<file path="src/rtl/lsu_ctrl.sv">
// ============================================================================
// lsu_ctrl : single-outstanding load/store unit controller for the MEM stage
// Rev 1.0
// ============================================================================
`default_nettype none

module lsu_ctrl #(
  parameter int TIMEOUT = 64
) (
  input  logic        clk,
  input  logic        rst,
  input  logic        mem_read,
  input  logic        mem_write,
  input  logic [2:0]  mem_funct3,
  input  logic [31:0] mem_addr,
  input  logic [31:0] mem_wdata,
  output logic        dm_req,
  output logic [31:0] dm_addr,
  output logic [3:0]  dm_we,
  output logic [31:0] dm_wdata,
  input  logic        dm_gnt,
  input  logic        dm_rvalid,
  input  logic [31:0] dm_rdata,
  output logic        stall,
  output logic [31:0] ld_data,
  output logic        ld_valid,
  output logic        misalign,
  output logic        bus_err
);

  localparam int            CW       = $clog2(TIMEOUT + 1);
  localparam logic [CW-1:0] TMO_LAST = CW'(TIMEOUT - 1);

  typedef enum logic [1:0] {
    IDLE = 2'd0,
    REQ  = 2'd1,
    WAIT = 2'd2,
    DONE = 2'd3
  } state_t;

  state_t        state, state_nxt;
  logic [CW-1:0] cnt;
  logic          ld_op;
  logic          err_q;
  logic [2:0]    f3_q;
  logic [1:0]    off_q;

  logic          op, fn_w, fn_h, store_bad, addr_bad, acc_start, acc_misalign;
  logic          tmo_hit, abort;
  logic [3:0]    st_we;
  logic [31:0]   st_wdata;

  function automatic logic [31:0] fmt_load(input logic [31:0] w,
                                           input logic [2:0]  f3,
                                           input logic [1:0]  off);
    logic [7:0]  b;
    logic [15:0] h;
    case (off)
      2'd0:    b = w[7:0];
      2'd1:    b = w[15:8];
      2'd2:    b = w[23:16];
      default: b = w[31:24];
    endcase
    h = off[1] ? w[31:16] : w[15:0];
    case (f3)
      3'b000:  fmt_load = {{24{b[7]}}, b};
      3'b100:  fmt_load = {24'd0, b};
      3'b001:  fmt_load = {{16{h[15]}}, h};
      3'b101:  fmt_load = {16'd0, h};
      3'b010:  fmt_load = w;
      default: fmt_load = 32'd0;
    endcase
  endfunction

  // Request decode; a store with an unsupported size is silently dropped.
  always_comb begin
    op           = mem_read | mem_write;
    fn_w         = (mem_funct3 == 3'b010);
    fn_h         = (mem_funct3 == 3'b001) || (mem_funct3 == 3'b101);
    store_bad    = mem_write && !(mem_funct3 == 3'b000 || mem_funct3 == 3'b001 ||
                                  mem_funct3 == 3'b010);
    addr_bad     = (fn_w && (mem_addr[1:0] != 2'b00)) || (fn_h && mem_addr[0]);
    acc_start    = op && !store_bad && !addr_bad;
    acc_misalign = op && !store_bad && addr_bad;
  end

  always_comb begin
    st_we    = 4'b1111;
    st_wdata = mem_wdata;
    case (mem_funct3[1:0])
      2'b00: begin
        st_we    = 4'b0001 << mem_addr[1:0];
        st_wdata = {4{mem_wdata[7:0]}};
      end
      2'b01: begin
        st_we    = 4'b0011 << {mem_addr[1], 1'b0};
        st_wdata = {2{mem_wdata[15:0]}};
      end
      default: ;
    endcase
  end

  always_comb begin
    state_nxt = state;
    stall     = 1'b0;
    dm_req    = 1'b0;
    misalign  = 1'b0;
    bus_err   = 1'b0;
    ld_valid  = 1'b0;
    tmo_hit   = (cnt >= TMO_LAST);
    abort     = 1'b0;
    case (state)
      IDLE: begin
        misalign = acc_misalign;
        if (acc_start) begin
          stall     = 1'b1;
          state_nxt = REQ;
        end
      end
      REQ: begin
        dm_req = 1'b1;
        stall  = 1'b1;
        if (dm_gnt) begin
          state_nxt = ld_op ? WAIT : DONE;
        end else if (tmo_hit) begin
          abort     = 1'b1;
          state_nxt = DONE;
        end
      end
      WAIT: begin
        stall = 1'b1;
        if (dm_rvalid) begin
          state_nxt = DONE;
        end else if (tmo_hit) begin
          abort     = 1'b1;
          state_nxt = DONE;
        end
      end
      default: begin
        ld_valid  = ld_op && !err_q;
        bus_err   = err_q;
        state_nxt = IDLE;
      end
    endcase
    if (rst) begin
      stall    = 1'b0;
      dm_req   = 1'b0;
      misalign = 1'b0;
      bus_err  = 1'b0;
      ld_valid = 1'b0;
    end
  end

  always_ff @(posedge clk) begin
    if (rst) begin
      state    <= IDLE;
      cnt      <= '0;
      ld_op    <= 1'b0;
      err_q    <= 1'b0;
      f3_q     <= 3'd0;
      off_q    <= 2'd0;
      dm_addr  <= 32'd0;
      dm_we    <= 4'd0;
      dm_wdata <= 32'd0;
      ld_data  <= 32'd0;
    end else begin
      state <= state_nxt;
      if (state == IDLE) begin
        cnt <= '0;
      end else if (state == REQ || state == WAIT) begin
        cnt <= cnt + CW'(1);
      end
      if (state == IDLE && acc_start) begin
        dm_addr  <= {mem_addr[31:2], 2'b00};
        dm_we    <= mem_write ? st_we : 4'd0;
        dm_wdata <= mem_write ? st_wdata : 32'd0;
        ld_op    <= !mem_write;
        f3_q     <= mem_funct3;
        off_q    <= mem_addr[1:0];
        err_q    <= 1'b0;
      end
      if (abort) begin
        err_q   <= 1'b1;
        ld_data <= 32'd0;
      end else if (state == WAIT && dm_rvalid) begin
        ld_data <= fmt_load(dm_rdata, f3_q, off_q);
      end
    end
  end

endmodule

`default_nettype wire
</file>
<file path="config.mk">
export PLATFORM = sky130hd
export DESIGN_NAME = lsu_ctrl
export DESIGN_NICKNAME = d
export VERILOG_FILES = /design/src/rtl/lsu_ctrl.sv
export SDC_FILE = /design/constraint.sdc
export NUM_CORES = 1
export LEC_CHECK = 0
export ABC_AREA = 1
export CAP_MARGIN = 20
export CORE_MARGIN = 4
export CORE_UTILIZATION = 40
export DETAILED_ROUTE_END_ITERATION = 6
export PLACE_DENSITY = 0.71
export SKIP_LAST_GASP = 1
export SYNTH_ARGS = -nofsm -noshare
export SYNTH_HDL_FRONTEND = slang
export SYNTH_SLANG_ARGS = --single-unit
</file>
<file path="constraint.sdc">
create_clock -name clk -period 5.3 [get_ports clk]
set_input_delay 1.59 -clock clk [delete_from_list [all_inputs] [get_ports clk]]
set_output_delay 1.59 -clock clk [all_outputs]
set_load 0.1 [all_outputs]
</file>
# Yosys cells after proc, flatten, opt, wreduce, memory -nomap -nowiden
# Index checks and enable logic that the tools add are counted.
# word_totals
regBits	114
out_inout_bits	105
# op_classes
add_sub_neg	1
n_lt_le_gt_ge	1
n_eq_ne	13
shifts	2
bitwise	1
n_reduce_logical	30
muxes	30
# op_table
cell	count
one-hot mux 32 bit (5 select lines)	1
one-hot mux 32 bit (2 select lines)	1
2-to-1 mux 32 bit	1
one-hot mux 8 bit (3 select lines)	1
2-to-1 mux 1 bit	16
2-to-1 mux 16 bit	1
== test 3 bit, second input constant	3
logical AND 1 bit	9
2-to-1 mux 2 bit	4
one-hot mux 4 bit (2 select lines)	1
adder 7 x 1 -> 7 bit, second input constant	1
>= comparator 7 x 6 -> 1 bit, second input constant	1
== test 2 x 1 -> 1 bit, second input constant	3
== test 3 x 1 -> 1 bit, second input constant	2
== test 3 x 2 -> 1 bit, second input constant	2
logical NOT 2 bit	3
logical NOT 3 bit	2
one-hot mux 2 bit (3 select lines)	1
OR reduction 2 bit	3
logical NOT 1 bit	5
logical OR 1 bit	5
== test 2 bit, second input constant	2
2-to-1 mux 4 bit	1
one-hot mux 1 bit (2 select lines)	2
6 further kinds	7

# Depth between registers and ports, before layout
# Gate-level depths: netlist (run 1).
# logic_depth
ltp_word	11
depth_mapped	10

# Worst setup path before layout (run 1)
# OpenSTA, ideal clock, no wires.
# synth_path
path_kind	input to output
startpoint	input mem_funct3[1]
endpoint	output stall
t_arrival_ps	4569
path_slack_ps	-859
stages	8
path_cell_list	buf_4 > inv_2 > nor2_1 > nand3_2 > nand4_2 > buf_6 > buf_6 > a211oi_1
# synth_between
elab_chain_len	11
word_cells_on_any_way	19
cone_classes	eq/ne (3); mux (3); reduce/logical (13)
# synth_lines
element	line_no	text
from (decl)	14	input logic [2:0] mem_funct3,
== test 3 x 1 -> 1 bit / logical NOT 3 bit (equally long branches)	79, 80	
logical OR 1 bit (2 in a row)	80	store_bad = mem_write && !(mem_funct3 == 3'b000 || mem_funct3 == 3'b001 ||
logical NOT 1 bit	80	
logical AND 1 bit	80	
logical NOT 1 bit	83	acc_start = op && !store_bad && !addr_bad;
logical AND 1 bit	83	
logical AND 1 bit *	83	
2-to-1 mux 1 bit *	115	if (acc_start) begin
one-hot mux 1 bit (2 select lines) *	112	case (state)
2-to-1 mux 1 bit *	145	if (rst) begin
to (decl)	24	output logic stall,
# Every way passes the cells marked *; elsewhere a longest branch is shown, timed or not.

# Final worst setup path (run 1)
# Same ends and word-level chain as after synthesis.

==> flow_summary_export.csv, run 1 <==
group,metric,value,unit
sta,slew_headroom,30.0,%
power,p_sw_share,41.9,%
drt,wl_per_cell,15.3,um
setup_path,rr_endpoint,"ld_data[25]",
sta,skew,0.00579,ns
logic_synthesis,async_flop_share,0,%
status,status,"complete, no violations",
sta,rsz0062_at_grt,"no",
clocking,hold_buffers,0,
logic_synthesis,ys_types,36,
logic_synthesis,ys.flop_type,"dfxtp_1",
global_route,grt_pass1_wl,29000,um
sta,worstMarginPinSlew,1.05,ns
drt,route.detailed.drc,0,
placed_design,place_congestion,0.896,
logic_synthesis,muxShareOfSynthArea,0,%
power,p_comb_share,39.6,%
floorplan,coreArea,13400,um2
global_route,track_usage,22.7,%
setup_path,cp.arrival,3.27,ns
setup_path,r2r_setup_slack,2.85,ns
setup_path,cp-startpoint,"mem_funct3[1]",
worst_hold_path,hold_path.class,"reg -> reg",
clocking,ctsRootBufferMaster,"clkbuf_16",
setup_path,r2r_cells,6,
global_route,grt_pass1_vias,5827,
power,peakVddDrop,0.000273,V
logic_synthesis,yosysSeqAreaShare,41.1,%
logic_synthesis,yosys.area_share.simple,26.9,%
drt,first_pass_iters,5,
power,power.density,425,nW/um2
floorplan,ioPinCount,210,
floorplan,dieArea,15800,um2
floorplan,floorplan.initialDensity,41.4,%
layout,drive_gt1_share,6.01,%
logic_synthesis,synth_top_family_by_area,"simple AND/OR/NAND/NOR gates",
logic_synthesis,synth.top_cell.area_share,41.1,%
power,seqPwrFrac,28.6,%
layout,n_antenna_cell,0,
power,p_leak,3.33,nW
layout,layout_common_cells,"nand2_1 (224), clkdlybuf4s50_1 (202), dfxtp_1 (114)",
layout,nets,1114,
clocking,clk_pin_slew,0.05,ns
placed_design,dp_hpwl,13200,um
clocking,cts.path.max_buffers,2,
setup_path,reg2reg_from,"off_q[1]",
sta,fmax,0.206,GHz
global_route,grt_max_degree,65,
layout,syn2layout_area_growth,49.8,%
setup_path,critPathKind,"in -> out",
clocking,cts_tree,"built",
power,netSwitchingPower,1.48,mW
logic_synthesis,ys_warn_count,0,
drt,vias,5950,
drt,initialDrtViolationCount,382,
layout,fin_cells,1191,
global_route,grt-ovfl-total,0,
layout,layout_commonest_cell,"nand2_1",
power,internal-power,2.05,mW
logic_synthesis,yosys.area.top_type,"dfxtp_1",
clocking,cts_sinks,114,
floorplan,die_h,126,um
logic_synthesis,synthesis.area,5550,um2
clocking,cts_setup_buffers,0,
setup_path,start_kind,"input port",
logic_synthesis,synth_area_leaders,"dfxtp_1 (41%), nand2_1 (15%), a21oi_1 (8.7%)",
logic_synthesis,synth_edf_count,0,
sta,setup_tns,0,ns
placed_design,numPortBuffers,207,
placed_design,dp_cells,1158,
power,clkPwrFrac,31.7,%
logic_synthesis,synth-compound-area-share,21.0,%
floorplan,die_w,126,um
sta,drv_slew,0,
power,total_power,3.53,mW
clocking,htree_num_levels,4,
drt,routed_wl,18200,um
worst_hold_path,holdPathStages,2,
drt,drtAntennaViolNets,0,
logic_synthesis,synth_xor_area_share,0.316,%
sta,fin_crit_sh,91.8,%
logic_synthesis,synth_seq_cells,114,
clocking,worstSkewPairLatency,0.41,ns
floorplan,rows,42,
setup_path,cp_max_fo,10,
sta,setup_viol,0,
setup_path,crit_end,"stall",
setup_path,endpoint_kind,"output port",
drt,drt-vias-per-instance,5.00,
clocking,cts_resized,0,
logic_synthesis,avgSynthCellArea,6.78,um2
job,max_cap_violations,0,
setup_path,required,3.71,ns
logic_synthesis,synth_fa_ha_area_share,1.58,%
clocking,cts_made_buffers,17,
sta,hold_viol,0,
logic_synthesis,synth_cells,818,
sta,fin_crit,4.86,ns
global_route,antenna_found_initial,0,
[worst max-delay path, stage by stage]
cell             delay [ns]
clkdlybuf4s50_1        0.73
nor2_4                 0.14
nand2_1                0.15
nand4_2                0.14
a211oi_2               0.29
buf_12                 0.22
[area by class of cell]
class                   count  area [um2]
multi-input cells         593        2780
flip-flops and latches    114        2280
inverters                  59         221
fillers                  1278        5090
well taps                 176         220
repair buffers            217        2230
clock buffers              22         474
clock inverters            10         108
[per-stage QoR]
step | instance area, um2 | utilization, % | hold slack [ns] | worst slack, ns
2_1_floorplan | 5560 | - | 0.434 | 0.0604
6_report | 8310 | 62.0 | 0.458 | 0.435
3_3_place_gp | 7700 | 57.5 | 0.447 | 0.473
3_5_place_dp | 7700 | 57.5 | 0.454 | 0.446
4_1_cts | 8290 | 61.8 | 0.463 | 0.433
5_1_grt | 8310 | 62.0 | 0.477 | 0.359
[routing by layer]
| metal | vias to the layer above | routed length [um] | global-route usage [%] |
|---|---|---|---|
| met2 | 212 | 8090 | 36.2 |
| met1 | 2676 | 7740 | 26.7 |
| met3 | 25 | 2000 | 11.2 |
| li1 | 3037 | - | - |
| met4 | 0 | 341 | 7.82 |
| met5 | - | 0 | 0 |
[worst min-delay path by stage]
stage                      start      endpoint  slack (ns)
floorplan                 cnt[6]        cnt[6]        0.43
global placement    dm_wdata[29]  dm_wdata[29]        0.45
detailed placement   ld_data[18]   ld_data[18]        0.45
CTS                  ld_data[18]   ld_data[18]        0.46
global route         ld_data[18]   ld_data[18]        0.48
finish                    cnt[6]        cnt[6]        0.46
[sequential cells by signal, indices dropped and copies added, names as in the netlist]
| signal | flops |
|---|---|
| off_q | 2 |
| dm_wdata | 32 |
| dm_addr | 30 |
| cnt | 7 |
| ld_op | 1 |
| ld_data | 32 |
| err_q | 1 |
| f3_q | 3 |
| dm_we | 4 |
| state | 2 |
[cell usage after synthesis (4+ instances only)]
| cell | n |
|---|---|
| buf_4 | 6 |
| buf_6 | 4 |
| nor2_1 | 106 |
| inv_1 | 56 |
| o211ai_1 | 14 |
| ha_1 | 7 |
| o21ai_1 | 8 |
| o21ai_0 | 68 |
| dfxtp_1 | 114 |
| clkbuf_1 | 22 |
| buf_2 | 18 |
| nand2_1 | 224 |
| a21oi_1 | 96 |
| nand3_1 | 21 |
| o2111ai_1 | 6 |
| a211oi_1 | 7 |
| nand4_1 | 6 |
[cells by family (layout without fill, tap and decap cells)]
group,after synthesis,in the layout
adder cells (fa/ha/maj),7,7
AND/OR/NAND/NOR,371,371
other,1,2
buffers and inverters,112,308
XOR/XNOR,2,2
AO/OA/AOI/OAI,211,211
flip-flops,114,114
[power groups by stage]
stage / combinational (mW) / clock, mW / sequential (mW)
global route: 1.50 / 1.17 / 1.02
detailed placement: 1.40 / 0 / 1.03
finish: 1.40 / 1.12 / 1.01
global placement: 1.40 / 0 / 1.02
CTS: 1.40 / 1.14 / 1.01
floorplan: 0.470 / 0 / 1.60
(Power assumes the default switching activity.)
==> inputs of run 2 (changes only) <==
--- a/config.mk
+++ b/config.mk
@@ -11,6 +11,7 @@
 export CORE_UTILIZATION = 40
 export DETAILED_ROUTE_END_ITERATION = 6
 export PLACE_DENSITY = 0.71
+export SKIP_CTS_REPAIR_TIMING = 1
 export SKIP_LAST_GASP = 1
 export SYNTH_ARGS = -nofsm -noshare
 export SYNTH_HDL_FRONTEND = slang
==> results of run 2 <==
Final layout, timing and power as in run 1 (identical DEF).
==> inputs of run 3 (changes only) <==
--- a/config.mk
+++ b/config.mk
@@ -12,7 +12,6 @@
 export DETAILED_ROUTE_END_ITERATION = 6
 export PLACE_DENSITY = 0.71
 export SKIP_CTS_REPAIR_TIMING = 1
-export SKIP_LAST_GASP = 1
 export SYNTH_ARGS = -nofsm -noshare
 export SYNTH_HDL_FRONTEND = slang
 export SYNTH_SLANG_ARGS = --single-unit
==> results of run 3 <==
Final layout, timing and power as in run 1 (identical DEF).
